`src/rtl/stb_mem_responder_pkg.sv`:
```
// Shared definitions for the store-buffer memory write responder.
// Contents:
//   DEFAULT_DATA_BITS / DEFAULT_ADDRESS_BITS : default bus widths
//   DONE_BITS                                : width of the completed-write counter
//   state_t                                  : responder FSM state encoding
package stb_mem_responder_pkg;

  localparam int DEFAULT_DATA_BITS    = 32;
  localparam int DEFAULT_ADDRESS_BITS = 32;
  localparam int DONE_BITS            = 16;

  typedef enum logic [1:0] {
    IDLE  = 2'd0,
    WRITE = 2'd1,
    ACK   = 2'd2
  } state_t;

endpackage

```
`src/rtl/stb_mem_responder_if.sv`:
```
// Store-buffer / memory-array handshake bundle for stb_mem_responder.
// Signals:
//   wMemReq, wAddrMem, wDataMem : write request from the store-buffer head
//   wMemAck                     : write-complete pulse to the store buffer
//   memBusy                     : memory array owned by another requester
//   memWrite, memAddr, memData  : write port into the memory array
// Modports:
//   master : the environment (store buffer + memory array)
//   slave  : the responder
interface stb_mem_responder_if #(
  parameter int DATA_BITS    = 32,
  parameter int ADDRESS_BITS = 32
);

  logic                    wMemReq;
  logic [ADDRESS_BITS-1:0] wAddrMem;
  logic [DATA_BITS-1:0]    wDataMem;
  logic                    wMemAck;
  logic                    memBusy;
  logic                    memWrite;
  logic [ADDRESS_BITS-1:0] memAddr;
  logic [DATA_BITS-1:0]    memData;

  modport master (
    output wMemReq, wAddrMem, wDataMem, memBusy,
    input  wMemAck, memWrite, memAddr, memData
  );

  modport slave (
    input  wMemReq, wAddrMem, wDataMem, memBusy,
    output wMemAck, memWrite, memAddr, memData
  );

endinterface

```
`src/rtl/mem_lat_counter.sv`:
```
// Latency down-counter for the memory write strobe.
// Ports:
//   clk, rst  : clock, asynchronous active-high reset
//   load      : load load_val (has priority over dec)
//   dec       : decrement by one, holding at zero
//   load_val  : value to load
//   zero      : count is zero
module mem_lat_counter #(
  parameter int CNT_BITS = 4
) (
  input  logic                clk,
  input  logic                rst,
  input  logic                load,
  input  logic                dec,
  input  logic [CNT_BITS-1:0] load_val,
  output logic                zero
);

  logic [CNT_BITS-1:0] count_reg;

  // Holding at zero keeps a stray decrement from wrapping to all-ones.
  always_ff @(posedge clk or posedge rst) begin
    if (rst) begin
      count_reg <= '0;
    end else if (load) begin
      count_reg <= load_val;
    end else if (dec && (count_reg != '0)) begin
      count_reg <= count_reg - 1'b1;
    end
  end

  assign zero = (count_reg == '0);

endmodule

```
`src/rtl/stb_mem_responder.sv`:
```
// Store-buffer memory write responder. Accepts one write from the store-buffer
// head when the memory array is free, holds memWrite for MEM_LATENCY cycles,
// then pulses wMemAck for one cycle and counts the completed write.
// Ports:
//   clk, rst   : clock, asynchronous active-high reset
//   clear      : blocks acceptance of a new request while high
//   bus        : store-buffer / memory handshake (slave side)
//   writesDone : completed-write count, wraps modulo 2^16
// Parameters:
//   MEM_LATENCY (1..15) : cycles memWrite is held per write
//   CNT_BITS            : latency counter width
//   DONE_PRESET         : reset value of writesDone (0 in normal use; a nonzero
//                         value lets the wrap be exercised without 64k writes)
module stb_mem_responder
  import stb_mem_responder_pkg::*;
#(
  parameter int                   DATA_BITS    = DEFAULT_DATA_BITS,
  parameter int                   ADDRESS_BITS = DEFAULT_ADDRESS_BITS,
  parameter int                   MEM_LATENCY  = 5,
  parameter int                   CNT_BITS     = 4,
  parameter logic [DONE_BITS-1:0] DONE_PRESET  = '0
) (
  input  logic                 clk,
  input  logic                 rst,
  input  logic                 clear,
  stb_mem_responder_if.slave   bus,
  output logic [DONE_BITS-1:0] writesDone
);

  localparam logic [CNT_BITS-1:0] LAT_LOAD = CNT_BITS'(MEM_LATENCY - 1);

  state_t                  state_reg, state_next;
  logic                    accept;
  logic                    cnt_zero;
  logic                    write_out, ack_out;
  logic [ADDRESS_BITS-1:0] addr_reg;
  logic [DATA_BITS-1:0]    data_reg;
  logic [DONE_BITS-1:0]    done_reg;

  // Acceptance only from IDLE, so ACK always separates two writes and the
  // store-buffer head gets a cycle to advance.
  assign accept = (state_reg == IDLE) && bus.wMemReq && !bus.memBusy && !clear;

  mem_lat_counter #(
    .CNT_BITS(CNT_BITS)
  ) u_lat (
    .clk      (clk),
    .rst      (rst),
    .load     (accept),
    .dec      (state_reg == WRITE),
    .load_val (LAT_LOAD),
    .zero     (cnt_zero)
  );

  // State register
  always_ff @(posedge clk or posedge rst) begin
    if (rst) begin
      state_reg <= IDLE;
    end else begin
      state_reg <= state_next;
    end
  end

  // Next-state logic; WRITE and ACK ignore all inputs (non-preemptive).
  always_comb begin
    state_next = state_reg;
    case (state_reg)
      IDLE:    if (accept) state_next = WRITE;
      WRITE:   if (cnt_zero) state_next = ACK;
      ACK:     state_next = IDLE;
      default: state_next = IDLE;
    endcase
  end

  // Moore outputs decoded from the state register only.
  always_comb begin
    write_out = 1'b0;
    ack_out   = 1'b0;
    case (state_reg)
      WRITE:   write_out = 1'b1;
      ACK:     ack_out   = 1'b1;
      default: ;
    endcase
  end

  // Captured address/data stay on the memory bus until the next acceptance.
  always_ff @(posedge clk or posedge rst) begin
    if (rst) begin
      addr_reg <= '0;
      data_reg <= '0;
    end else if (accept) begin
      addr_reg <= bus.wAddrMem;
      data_reg <= bus.wDataMem;
    end
  end

  always_ff @(posedge clk or posedge rst) begin
    if (rst) begin
      done_reg <= DONE_PRESET;
    end else if (state_reg == ACK) begin
      done_reg <= done_reg + 1'b1;
    end
  end

  assign bus.memWrite = write_out;
  assign bus.wMemAck  = ack_out;
  assign bus.memAddr  = addr_reg;
  assign bus.memData  = data_reg;
  assign writesDone   = done_reg;

endmodule

```
`src/flat_wrapper.sv`:
```
// flat-port wrapper written by rule: the top's interface ports become plain ports
module stb_mem_responder_flat import stb_mem_responder_pkg::*;
#(
  parameter int                   DATA_BITS    = DEFAULT_DATA_BITS,
  parameter int                   ADDRESS_BITS = DEFAULT_ADDRESS_BITS,
  parameter int                   MEM_LATENCY  = 5,
  parameter int                   CNT_BITS     = 4,
  parameter logic [DONE_BITS-1:0] DONE_PRESET  = '0
)
  (clk, rst, clear, writesDone, bus_wMemReq, bus_wAddrMem, bus_wDataMem, bus_memBusy, bus_wMemAck, bus_memWrite, bus_memAddr, bus_memData);
  stb_mem_responder_if #(.DATA_BITS(DATA_BITS), .ADDRESS_BITS(ADDRESS_BITS)) bus_i ();
  input  logic clk;
  input  logic rst;
  input  logic clear;
  output logic [DONE_BITS-1:0] writesDone;
  input wire logic [$bits(bus_i.wMemReq)-1:0] bus_wMemReq;
  input wire logic [$bits(bus_i.wAddrMem)-1:0] bus_wAddrMem;
  input wire logic [$bits(bus_i.wDataMem)-1:0] bus_wDataMem;
  input wire logic [$bits(bus_i.memBusy)-1:0] bus_memBusy;
  output wire logic [$bits(bus_i.wMemAck)-1:0] bus_wMemAck;
  output wire logic [$bits(bus_i.memWrite)-1:0] bus_memWrite;
  output wire logic [$bits(bus_i.memAddr)-1:0] bus_memAddr;
  output wire logic [$bits(bus_i.memData)-1:0] bus_memData;
  assign bus_i.wMemReq = bus_wMemReq;
  assign bus_i.wAddrMem = bus_wAddrMem;
  assign bus_i.wDataMem = bus_wDataMem;
  assign bus_i.memBusy = bus_memBusy;
  assign bus_wMemAck = bus_i.wMemAck;
  assign bus_memWrite = bus_i.memWrite;
  assign bus_memAddr = bus_i.memAddr;
  assign bus_memData = bus_i.memData;
  stb_mem_responder #(.DATA_BITS(DATA_BITS), .ADDRESS_BITS(ADDRESS_BITS), .MEM_LATENCY(MEM_LATENCY), .CNT_BITS(CNT_BITS), .DONE_PRESET(DONE_PRESET)) u_core (.clk(clk), .rst(rst), .clear(clear), .bus(bus_i), .writesDone(writesDone));
endmodule
```
`config.mk`:
```
export PLATFORM = sky130hd
export DESIGN_NAME = stb_mem_responder_flat
export DESIGN_NICKNAME = d
export VERILOG_FILES = /design/src/rtl/stb_mem_responder_pkg.sv /design/src/rtl/stb_mem_responder_if.sv /design/src/rtl/mem_lat_counter.sv /design/src/rtl/stb_mem_responder.sv /design/src/flat_wrapper.sv
export SDC_FILE = /design/constraint.sdc
export NUM_CORES = 1
export LEC_CHECK = 0
export BUFFER_PORTS_ARGS = -buffer_cell sky130_fd_sc_hd__buf_4
export CAP_MARGIN = 20
export CORE_MARGIN = 2
export CORE_UTILIZATION = 35
export CTS_CLUSTER_DIAMETER = 150
export DETAILED_ROUTE_END_ITERATION = 10
export PLACE_DENSITY = 0.66
export SLEW_MARGIN = 20
export SYNTH_ARGS = -nofsm -noshare
export SYNTH_HDL_FRONTEND = slang
export SYNTH_SLANG_ARGS = --single-unit
```
`constraint.sdc`:
```
create_clock -name clk -period 7.91 [get_ports clk]
set_clock_uncertainty 0.15 [all_clocks]
set_input_delay 1.582 -clock clk [delete_from_list [all_inputs] [get_ports clk]]
set_output_delay 1.582 -clock clk [all_outputs]
set_load 0.03 [all_outputs]
```
==> impl_metrics.yaml <==
grt:
  grt_first_pass_wirelength_mm: 10.7
  grt_max_degree: 87
  number_of_antenna_violations_at_the_first_check_in_global_routing: 0
  track_usage: 0.134
  globalRoute.totalOverflow: 0
  vias_in_the_first_global_route: 2308
sta:
  setup_slack_ns: 4.78
  aggregate_negative_setup_slack_ns: 0
  unrepaired_setup_endpoints_after_global_routing: "no"
  worst-slew-pin-transition_ns: 0.772
  drv_slew: 0
  period_share: 0.395
  slew_headroom: 0.485
  finalSetupViolations: 0
  achievable-frequency_mhz: 320
  finalWorstPathRequiredPeriod_ns: 3.13
  hold_violations: 0
finish:
  finalNetCount: 448
  sequential_cell_area_mm2: 0.00215
  n_fill_cell: 845
  antenna-diode-count: 0
  layout.cells.most_common_list: "sky130_fd_sc_hd__buf_4 (152), sky130_fd_sc_hd__dfrtp_1 (86), sky130_fd_sc_hd__mux2_2 (60), sky130_fd_sc_hd__xnor2_1 (13), sky130_fd_sc_hd__clkbuf_8 (9)"
  multi_input_area_mm2: 0.00114
  layout.cells.most_common: "sky130_fd_sc_hd__buf_4"
  final_layout_size_suffix_gt1_frac: 0.603
  finalCoreUtilization: 0.523
  area_growth_synth_to_finish_pct: 44.3
floorplan:
  dieArea_mm2: 0.0104
  num_io_pins: 151
  dieWidth_um: 102
  core_area_mm2: 0.00928
  initial_core_util: 0.362
  num_rows: 35
  fp.dieH_um: 102
min_path:
  timing.hold.worst.start: "u_core.writesDone[15]"
  holdPathStages: 1
  min_path_type: "flop to flop"
  min_to: "u_core.writesDone[15]"
worst_setup_path:
  reg2reg_to: "u_core.bus.memData[11]"
  worst_r2r_path_depth: 4
  worst_setup_path_type: "flop to output pin"
  r2r_setup_slack_ns: 5.96
  worstPathRequired_ns: 6.18
  critical_path.max_stage_delay_ns: 0.42
  cp-start-kind: "flop"
  worst_path_slowest_cell: "sky130_fd_sc_hd__dfrtp_1"
  crit_chain: "nor2b_1 > buf_4"
  crit_arrival_ns: 1.39
  r2r_path_start: "u_core.state_reg[1]"
  path_max_fanout: 6
  setup.worst_path.end_class: "output pin"
clocking:
  cts_tree: "done"
  number_of_buffers_inserted_during_clock_tree_synthesis: 9
  quantity_of_gates_resized_following_cts: 0
  clock_latency_ns: 0.34
  cts_root_buf: "sky130_fd_sc_hd__clkbuf_8"
  cts_sinks: 86
  cts.repair_timing.setup_buffer_count: 0
  cts_hold_buffers: 0
  buffer_depth_of_the_longest_clock_path: 2
  clk_pin_slew_ns: 0.08
  cts.htree.levels: 3
routing:
  drt-vias-per-instance: 4.50
  routed_wl_mm: 6.86
  ant_nets: 0
  drcViolationCount: 0
  firstDrtPassIters: 4
  dr_total_vias: 2291
  first_iter_violations: 45
  wl_per_cell_um: 13.5
place:
  dp_worst_setup_slack_ns: 4.70
  place.detailed.hpwl_mm: 4.83
  placement.io_buffers: 150
  place.gp.congestion: 0.743
synth:
  post_synthesis_mean_instance_area_um2: 15.2
  syn_area_mm2: 0.00336
  yosysSeqAreaShare: 0.640
  synth_seq_cells: 86
  mappedNetlistNets: 292
  synth.distinct_cells: 29
  yosysWarnings: 0
  netlist_instances: 221
run:
  drv.max_cap_violation_count: 0
status:
  run_status: "finished, final reports clean"
power:
  power.leakage_nw: 2.33
  vdd.ir_drop.worst_uv: 233
  power_density_mw_per_mm2: 413
  totalPowerFinal_w: 0.00200
==> cells in the mapped netlist <==
| master | number | share of area |
|---|---|---|
| sky130_fd_sc_hd__nand3_1 | 5 | 0.0074 |
| sky130_fd_sc_hd__nor4_4 | 1 | 0.0063 |
| sky130_fd_sc_hd__or2_2 | 1 | 0.0019 |
| sky130_fd_sc_hd__a211oi_1 | 1 | 0.0022 |
| sky130_fd_sc_hd__nor3_1 | 3 | 0.0045 |
| sky130_fd_sc_hd__and4_1 | 2 | 0.0052 |
| sky130_fd_sc_hd__buf_6 | 1 | 0.0033 |
| sky130_fd_sc_hd__nor3b_1 | 1 | 0.0022 |
| sky130_fd_sc_hd__nand2b_1 | 2 | 0.0037 |
| sky130_fd_sc_hd__mux2_2 | 60 | 0.20 |
| sky130_fd_sc_hd__dfrtp_1 | 86 | 0.64 |
| sky130_fd_sc_hd__o31a_1 | 1 | 0.0026 |
| sky130_fd_sc_hd__xor2_1 | 4 | 0.010 |
| sky130_fd_sc_hd__clkbuf_2 | 1 | 0.0015 |
| sky130_fd_sc_hd__o311ai_0 | 1 | 0.0026 |
| sky130_fd_sc_hd__inv_1 | 5 | 0.0056 |
| sky130_fd_sc_hd__buf_4 | 1 | 0.0022 |
| sky130_fd_sc_hd__and2_1 | 2 | 0.0037 |
| sky130_fd_sc_hd__nor2_1 | 4 | 0.0045 |
| sky130_fd_sc_hd__nand4b_1 | 1 | 0.0026 |
| sky130_fd_sc_hd__nand2_1 | 5 | 0.0056 |
| sky130_fd_sc_hd__nand4_1 | 2 | 0.0037 |
| sky130_fd_sc_hd__and3_1 | 3 | 0.0056 |
| sky130_fd_sc_hd__ha_1 | 2 | 0.0074 |
| sky130_fd_sc_hd__mux2_1 | 5 | 0.017 |
| sky130_fd_sc_hd__nor2b_1 | 2 | 0.0037 |
| sky130_fd_sc_hd__buf_2 | 5 | 0.0074 |
| sky130_fd_sc_hd__xnor2_1 | 13 | 0.034 |
| sky130_fd_sc_hd__a211o_1 | 1 | 0.0026 |
==> layer usage <==
| layer | part of all wire | up-vias | global-route usage |
|---|---|---|---|
| li1 | - | 1073 | - |
| met1 | 0.41 | 1122 | 0.152 |
| met2 | 0.50 | 88 | 0.230 |
| met3 | 0.085 | 8 | 0.0520 |
| met4 | 0.013 | 0 | 0.0492 |
| met5 | 0 | - | 0 |
==> how the worst max path moves through the flow <==
stage,startpoint,endpoint,slack (ns),cells past startpoint
after floorplan,rst,u_core.bus.memAddr[0],3.96,1
after global placement,bus_memBusy,u_core.bus.memAddr[22],4.72,4
after detailed placement,bus_memBusy,u_core.bus.memData[11],4.70,4
after CTS,u_core.state_reg[0],bus_wMemAck,4.76,2
after global routing,u_core.state_reg[0],bus_wMemAck,4.67,2
final,u_core.state_reg[0],bus_wMemAck,4.78,2
==> where the power goes <==
part	total, W	switching (W)	internal, W	leakage, nW
clock	0.000353	0.000146	0.000207	0.108
sequential	0.000730	0.000105	0.000625	1.06
combinational	0.000920	0.000524	0.000396	1.17
total	0.00200	0.000775	0.00123	2.33
==> critical path: cells and delay by family (launching register included) <==
kind	cells	cell delay, ns
and+or+nand+nor	1	0.39
buffers and inverters	1	0.25
DFF	1	0.42
==> final cells by class <==
cell class / instances / area share
Timing Repair Buffer: 153 / 0.237
Sequential cell: 86 / 0.443
Clock buffer: 10 / 0.0263
Inverter: 5 / 0.00412
Tap cell: 129 / 0.0332
Clock inverter: 4 / 0.0201
Multi-Input combinational cell: 122 / 0.236
==> per-stage QoR <==
stage / instance area [um^2] / hold slack [ns] / std cells
finish: 4850 / 0.334 / 509
global route: 4850 / 0.360 / 509
CTS: 4850 / 0.335 / 509
detailed placement: 4630 / 0.324 / 495
global placement: 4630 / 0.313 / 495
floorplan: 3360 / 0.326 / 221
==> cell families after synthesis <==
group / count (synthesis) / synth area share
adders and majority gates: 2 / 0.00744
AOI/OAI and AO/OA: 4 / 0.0100
DFF: 86 / 0.640
xor gates and xnor gates: 17 / 0.0443
muxes: 65 / 0.218
buffers and inverters: 13 / 0.0201
and+or+nand+nor: 34 / 0.0606
Power figures use the tool's default switching activity.
